## src/rtl/apb_master_bridge.sv

```systemverilog
// rtl/apb_master_bridge.sv - APB4 requester: one valid/ready command becomes one SETUP/ACCESS transfer
// Every output is a flop loaded from the next-state decode, so PREADY never reaches an output combinationally.
module apb_master_bridge #(
   parameter int ADDR_W  = 32,
   parameter int DATA_W  = 32,
   parameter int TIMEOUT = 16
) (
   input  logic                PCLK,
   input  logic                PRESET,
   input  logic                cmd_valid,
   output logic                cmd_ready,
   input  logic                cmd_write,
   input  logic [ADDR_W-1:0]   cmd_addr,
   input  logic [DATA_W-1:0]   cmd_wdata,
   input  logic [DATA_W/8-1:0] cmd_strb,
   input  logic [2:0]          cmd_prot,
   output logic                rsp_valid,
   input  logic                rsp_ready,
   output logic [DATA_W-1:0]   rsp_rdata,
   output logic                rsp_slverr,
   output logic                rsp_timeout,
   output logic [ADDR_W-1:0]   PADDR,
   output logic [2:0]          PPROT,
   output logic                PSELx,
   output logic                PENABLE,
   output logic                PWRITE,
   output logic [DATA_W-1:0]   PWDATA,
   output logic [DATA_W/8-1:0] PSTRB,
   input  logic                PREADY,
   input  logic [DATA_W-1:0]   PRDATA,
   input  logic                PSLVERR
);

   localparam int CNT_W = (TIMEOUT > 0) ? $clog2(TIMEOUT + 1) : 1;
   localparam logic [CNT_W-1:0] CNT_LIMIT = CNT_W'(TIMEOUT);
   localparam logic [CNT_W-1:0] CNT_ONE   = CNT_W'(1);

   typedef enum logic [1:0] {S_IDLE, S_SETUP, S_ACCESS, S_RESP} state_t;

   state_t           state, state_nxt;
   logic [CNT_W-1:0] wait_cnt, wait_inc;
   logic             accept, timeout_hit;

   // The limit cycle itself aborts unless PREADY is high in it, so ACCESS lasts at most TIMEOUT cycles.
   always_comb begin
      accept      = cmd_valid & cmd_ready;
      wait_inc    = (&wait_cnt) ? wait_cnt : wait_cnt + CNT_ONE;
      timeout_hit = (TIMEOUT > 0) && !PREADY && (wait_inc >= CNT_LIMIT);
   end

   always_ff @(posedge PCLK or posedge PRESET) begin
      if (PRESET) state <= S_IDLE;
      else        state <= state_nxt;
   end

   always_comb begin
      state_nxt = state;
      case (state)
         S_IDLE:   if (accept) state_nxt = S_SETUP;
         S_SETUP:  state_nxt = S_ACCESS;
         S_ACCESS: if (PREADY || timeout_hit) state_nxt = S_RESP;
         S_RESP:   if (rsp_ready) state_nxt = S_IDLE;
         default:  state_nxt = S_IDLE;
      endcase
   end

   always_ff @(posedge PCLK or posedge PRESET) begin
      if (PRESET) begin
         cmd_ready   <= 1'b1;
         PSELx       <= 1'b0;
         PENABLE     <= 1'b0;
         rsp_valid   <= 1'b0;
         PADDR       <= '0;
         PPROT       <= '0;
         PWRITE      <= 1'b0;
         PWDATA      <= '0;
         PSTRB       <= '0;
         rsp_rdata   <= '0;
         rsp_slverr  <= 1'b0;
         rsp_timeout <= 1'b0;
         wait_cnt    <= '0;
      end else begin
         cmd_ready <= (state_nxt == S_IDLE);
         PSELx     <= (state_nxt == S_SETUP) || (state_nxt == S_ACCESS);
         PENABLE   <= (state_nxt == S_ACCESS);
         rsp_valid <= (state_nxt == S_RESP);
         // APB fields load only on accept, so they hold their last values between transfers.
         if (accept) begin
            PADDR    <= cmd_addr;
            PPROT    <= cmd_prot;
            PWRITE   <= cmd_write;
            PWDATA   <= cmd_write ? cmd_wdata : '0;
            PSTRB    <= cmd_write ? cmd_strb : '0;
            wait_cnt <= '0;
         end
         if (state == S_ACCESS) begin
            if (PREADY) begin
               rsp_rdata   <= PWRITE ? '0 : PRDATA;
               rsp_slverr  <= PSLVERR;
               rsp_timeout <= 1'b0;
            end else begin
               wait_cnt <= wait_inc;
               if (timeout_hit) begin
                  rsp_rdata   <= '0;
                  rsp_slverr  <= 1'b1;
                  rsp_timeout <= 1'b1;
               end
            end
         end
      end
   end

endmodule

```

## config.mk

```make
export PLATFORM = sky130hd
export DESIGN_NAME = apb_master_bridge
export DESIGN_NICKNAME = d
export VERILOG_FILES = /design/src/rtl/apb_master_bridge.sv
export SDC_FILE = /design/constraint.sdc
export NUM_CORES = 1
export LEC_CHECK = 0
export ABC_AREA = 0
export ABC_CLOCK_PERIOD_IN_PS = 9150
export CORE_UTILIZATION = 31
export CTS_BUF_LIST = sky130_fd_sc_hd__clkbuf_4
export DETAILED_ROUTE_END_ITERATION = 16
export GPL_ROUTABILITY_DRIVEN = 0
export PLACE_DENSITY = 0.66
export REMOVE_ABC_BUFFERS = 1
export SYNTH_ARGS = -nofsm -noshare
export SYNTH_HDL_FRONTEND = slang
export SYNTH_SLANG_ARGS = --single-unit
```

## constraint.sdc

```tcl
create_clock -name PCLK -period 9.15 [get_ports PCLK]
set_clock_uncertainty 0.15 [all_clocks]
set_input_delay 1.83 -clock PCLK [delete_from_list [all_inputs] [get_ports PCLK]]
set_output_delay 1.83 -clock PCLK [all_outputs]
set_load 0.03 [all_outputs]
```

# Yosys cells after proc, flatten, opt, wreduce, memory -nomap -nowiden
# Index checks and enable logic that the tools add are counted.
# W data, S select, Z words.
# word_totals
mem_bits_rw,0
latch_bits,0
word_cells,48
inputBits,110
output_inout_bits,110
ff_bits,117
mem_count,0
rom_bits,0
# classes
n_mux,16
div,0
n_bitwise,1
add_sub_neg,1
order_cmp,1
multipliers,0
n_reduce_logical,9
shift,0
n_eq_ne,6
# ops
op,count
$mux W32,4
$mux W5,4
$eq A2 B2 Y1 const B,4
$pmux W2 S4,1
$mux W2,3
$add A5 B1 Y5 const B,1
$ge A5 B5 Y1 const B,1
$reduce_and A5 Y1,1
$eq A2 B1 Y1 const B,2
$logic_not A2 Y1,2
$mux W4,1
$mux W1,3
$logic_or A1 B1 Y1,2
$reduce_and A2 Y1,1
$reduce_bool A2 Y1,1
$and A1 B1 Y1,1
$logic_and A1 B1 Y1,1
$logic_not A1 Y1,1

# Depth between registers and ports, before layout
# logic_depth
depth_word,9
depth_mapped,6
depth_no_buf,5

# Worst setup path after synthesis
# No wires, ideal clock.
# synth_path
path_type,input to register
from,input cmd_valid
to,register PSELx
t_arrival_ns,2.815
cell_stages,5
required_time_ns,8.874
path_buffers,2
slack_ns,6.059
setup_time_ns,0.126
cell_sequence,nand2_1 buf_4 buf_2 o311ai_0 ha_1
# synth_between
elab_chain_cells,5
word_cells_on_any_way,6
cone_classes,2 x eq/ne; 2 x mux; 1 x bitwise; 1 x reduce/logical
# synth_lines
element,line_no,source
start: declaration,10,"input logic cmd_valid,"
$and A1 B1 Y1 *,46,accept = cmd_valid & cmd_ready;
$mux W2 *,59,S_IDLE: if (accept) state_nxt = S_SETUP;
$pmux W2 S4 *,58,case (state)
$eq A2 B1 Y1 / $eq A2 B2 Y1 (equally long branches),84,PSELx <= (state_nxt == S_SETUP) || (state_nxt == S_ACCESS);
$logic_or A1 B1 Y1 *,84,
end signal: assignment,84,
end: declaration,24,"output logic PSELx,"
# Mark *: on every way between the ends. The rest lies on a longest branch, timed or not.
# A chain may end at the register's enable or synchronous reset.

# Worst setup path in the final report
# layout_path
from,register cmd_ready
to,output cmd_ready
# layout_rtl
element,line_no,source
start: declaration,11,"output logic cmd_ready,"
start signal: assignment,83,cmd_ready <= (state_nxt == S_IDLE);
# No word-level cell between the ends.

==> metrics.md <==
| Metric | Value |
|---|---|
| Outcome | `finished clean` |
| LEAKAGE | `3.10 nW` |
| Grt ovf | `0` |
| Design area | `7150 µm²` |
| Worst path slowest cell | `clkdlybuf4s50_1` |
| Synthesized netlist cell count | `358` |
| Largest net degree at the start of global routing | `106` |
| Initial drt markers | `140` |
| Final hold violations | `0` |
| Top delay family on crit path | `buffers and inverters` |
| H-tree depth | `4` |
| I/O Buffers | `219` |
| Nature of the critical path endpoint | `output pin` |
| Final ANT Viol Nets | `0` |
| Sw Pwr | `approximately 1000 µW` |
| EDFF count, synth | `0` |
| CP startpoint | `cmd_ready` |
| Clock Latency Late Sink | `0.51 ns` |
| Min-delay src | `PWDATA[3]` |
| Total wire length | `11,400 µm` |
| Worst setup margin | `5.43 ns` |
| Fmax | `269 MHz` |
| HPWL after detailed placement | `7950 µm` |
| Fin cells | `771` |
| Crit path launch type | `register` |
| Worst Max-Slew Pin Slew | `1.27 ns` |
| Reg2reg setup slack | `slightly below 7 ns` |
| Minimum clock period | `between 3 and 4 ns` |
| Delay of the slowest cell on the worst path | `0.67 ns` |
| Commonest cells after routing, fill and taps aside | `clkdlybuf4s50_1 (219), dfrtp_1 (116), nand2_1 (73), o21ai_0 (36), mux2_2 (36)` |
| Comb power frac | `50.0%` |
| Hold crit path type | `register to register` |
| Data required, critical path | `7.17 ns` |
| Tcrit/Tclk final | `40.7%` |
| R2r endpoint | `PSELx` |
| Sequential power share | `35.0%` |
| Critical path type | `register to output pin` |
| Core Area | `14,500 µm²` |
| # DRC | `0` |
| Initial core utilization | `31.6%` |
| Worst VDD drop | `0.000174 V` |
| # IOs | `220` |
| Number of register bits inferred by synthesis | `roughly 120` |
| Nets | `689` |
| Vias | `3,563` |
| Ant. Diodes | `0` |
| Critical path arrival | `1.74 ns` |
| Placed cell count | `740` |
| Total die area | `15,300 µm²` |
| Reg2reg start | `wait_cnt[0]` |
| Worst reg2reg path depth | `5` |
| Combinational family with the most area after synthesis | `compound AO/OA/AOI/OAI gates` |
| Area after DPL | `about 6900 µm²` |
| Switching Fraction | `40.4%` |
| First-pass GRT wire length | `18,000 µm` |
| Most common cell after layout, fill and taps aside | `clkdlybuf4s50_1` |
| Adder-Cell Fraction of Synth Area | `1.09%` |
| Crit path depth | `1` |
| GR Util All Layers | `between 15 and 20%` |
| Yosys synthesis warning count | `0` |
| TritonCTS clock tree | `yes` |
| Maxcap violations | `0` |
| Compound-Gate Fraction of Synth Area | `13.4%` |
| Ys async rst share | `100%` |
| Post-Synth XOR/XNOR Area | `0.191%` |
| Main flop type after synthesis | `dfrtp_1` |
| Clk buf depth | `2` |
| Chip height | `roughly 120 µm` |
| RSZ-0062 raised after global routing | `false` |
| Vias in the first global route | `approximately 3,700` |
| Rows | `44` |
| Die X | `around 120 µm` |
| Mux share of post-synthesis cell area | `9.07%` |
| Tot Pwr | `around 2.5 mW` |
| Syn_area_per_cell | `between 10 and 15 µm²` |
| Clock tree sinks | `117` |
| Drt wl/cell | `14.8 µm` |
| Post-CTS Resized | `0` |
| Cell area power density | `345 nW/µm²` |
| Internal | `about 1.5 mW` |
| Share of layout cells above drive strength 1 | `17.2%` |
| CP Cell Sequence | `clkdlybuf4s50_1` |
| Final setup vio count | `0` |
| Clock-pin slew on the worst setup and hold paths | `0.10 ns` |
| Area growth syn-to-layout | `56.1%` |
| Clock share of power | `15.0%` |
| Worst-path fanout max | `2` |
| Pre-CTS setup slack | `about 5.1 ns` |
| Slew Limit Fails | `0` |
| Post-Syn Area | `4580 µm²` |
| Hold-fix buffers, CTS | `0` |
| Inserted Clock Buffers | `17` |
| Root Driver | `clkbuf_4` |
| Post-CTS Setup Bufs | `0` |
| Antenna violations before repair | `0` |
| Hold Crit Depth | `2` |
| Slew Limit Headroom | `15.4%` |
| Post-synthesis sequential area ratio | `63.9%` |
| Setup TNS | `0 ns` |
| Vias per Instance | `4.62` |
| Worst Hold Path EP | `PWDATA[3]` |
| Crit path buffers/inverters | `1` |
| Synth Area in Simple Gates | `under 10%` |
| First-pass DRT Iterations | `4` |
| Unique masters post-synth | `34` |
## metal layers
metal  routed length [µm]  GRT usage, %  share of wire [%]
met5                    0             0                  0
met4                   97          4.97               0.85
met3                 1330          8.84                 12
met2                 5310          24.1                 47
met1                 4660          18.2                 41
## registers in the layout, indices dropped and copies added, names as in the netlist, 2 cells and up, named ones only
| signal | count |
|---|---|
| rsp_rdata | 32 |
| wait_cnt | 2 |
| state | 2 |
| PADDR | 32 |
| PSTRB | 4 |
| PWDATA | 32 |
| PPROT | 3 |
## kinds of logic after synthesis
logic type | after synthesis
XOR/XNOR | 1
multiplexers | 37
flip-flops | 117
buffers and inverters | 28
AND/OR/NAND/NOR | 87
adder cells (fa/ha/maj) | 4
AO/OA/AOI/OAI | 84
## worst max path at each step
stage	end	slack, ns
2_1_floorplan	PADDR[0]	4.07
3_3_place_gp	rsp_rdata[24]	5.15
3_5_place_dp	rsp_rdata[2]	5.10
4_1_cts	cmd_ready	5.35
5_1_grt	cmd_ready	5.32
6_report	cmd_ready	5.43
## final cells by class
cell class	instances	area (µm²)
multi-input cells	213	1490
fillers	1313	7330
clock inverters	14	143
flip-flops and latches	117	2930
inverters	4	17.5
repair buffers	222	2210
well taps	184	230
clock buffers	17	128
## power by group through the flow
stage	clock (mW)	combinational, mW	sequential, mW
after detailed placement	0	1.24	0.875
after floorplan	0	0.307	1.26
after global placement	0	1.23	0.865
after global routing	0.410	1.32	0.894
final	0.371	1.23	0.864
after CTS	0.385	1.25	0.867
## cells in the mapped netlist (2+ instances only)
master	instances	area [µm²]
mux2_2	36	405
nand3_1	2	10.0
a22o_1	3	26.3
inv_1	4	15.0
nand2_1	74	278
a22o_2	29	290
a31oi_1	2	12.5
buf_4	2	15.0
buf_2	5	25.0
nor2_1	2	7.51
a21oi_1	5	25.0
nor3b_4	2	37.5
o311ai_0	2	17.5
a311oi_1	2	17.5
ha_1	4	50.1
clkbuf_1	10	37.5
dfrtp_1	116	2900
o21ai_0	36	180
buf_6	7	78.8
## per-stage QoR
step           util [%]  hold WS, ns
2_1_floorplan         -        0.355
3_3_place_gp       47.5        0.311
3_5_place_dp       47.5        0.321
4_1_cts            49.4        0.344
5_1_grt            49.4        0.366
6_report           49.4        0.338
Power figures use the tool's default switching activity.
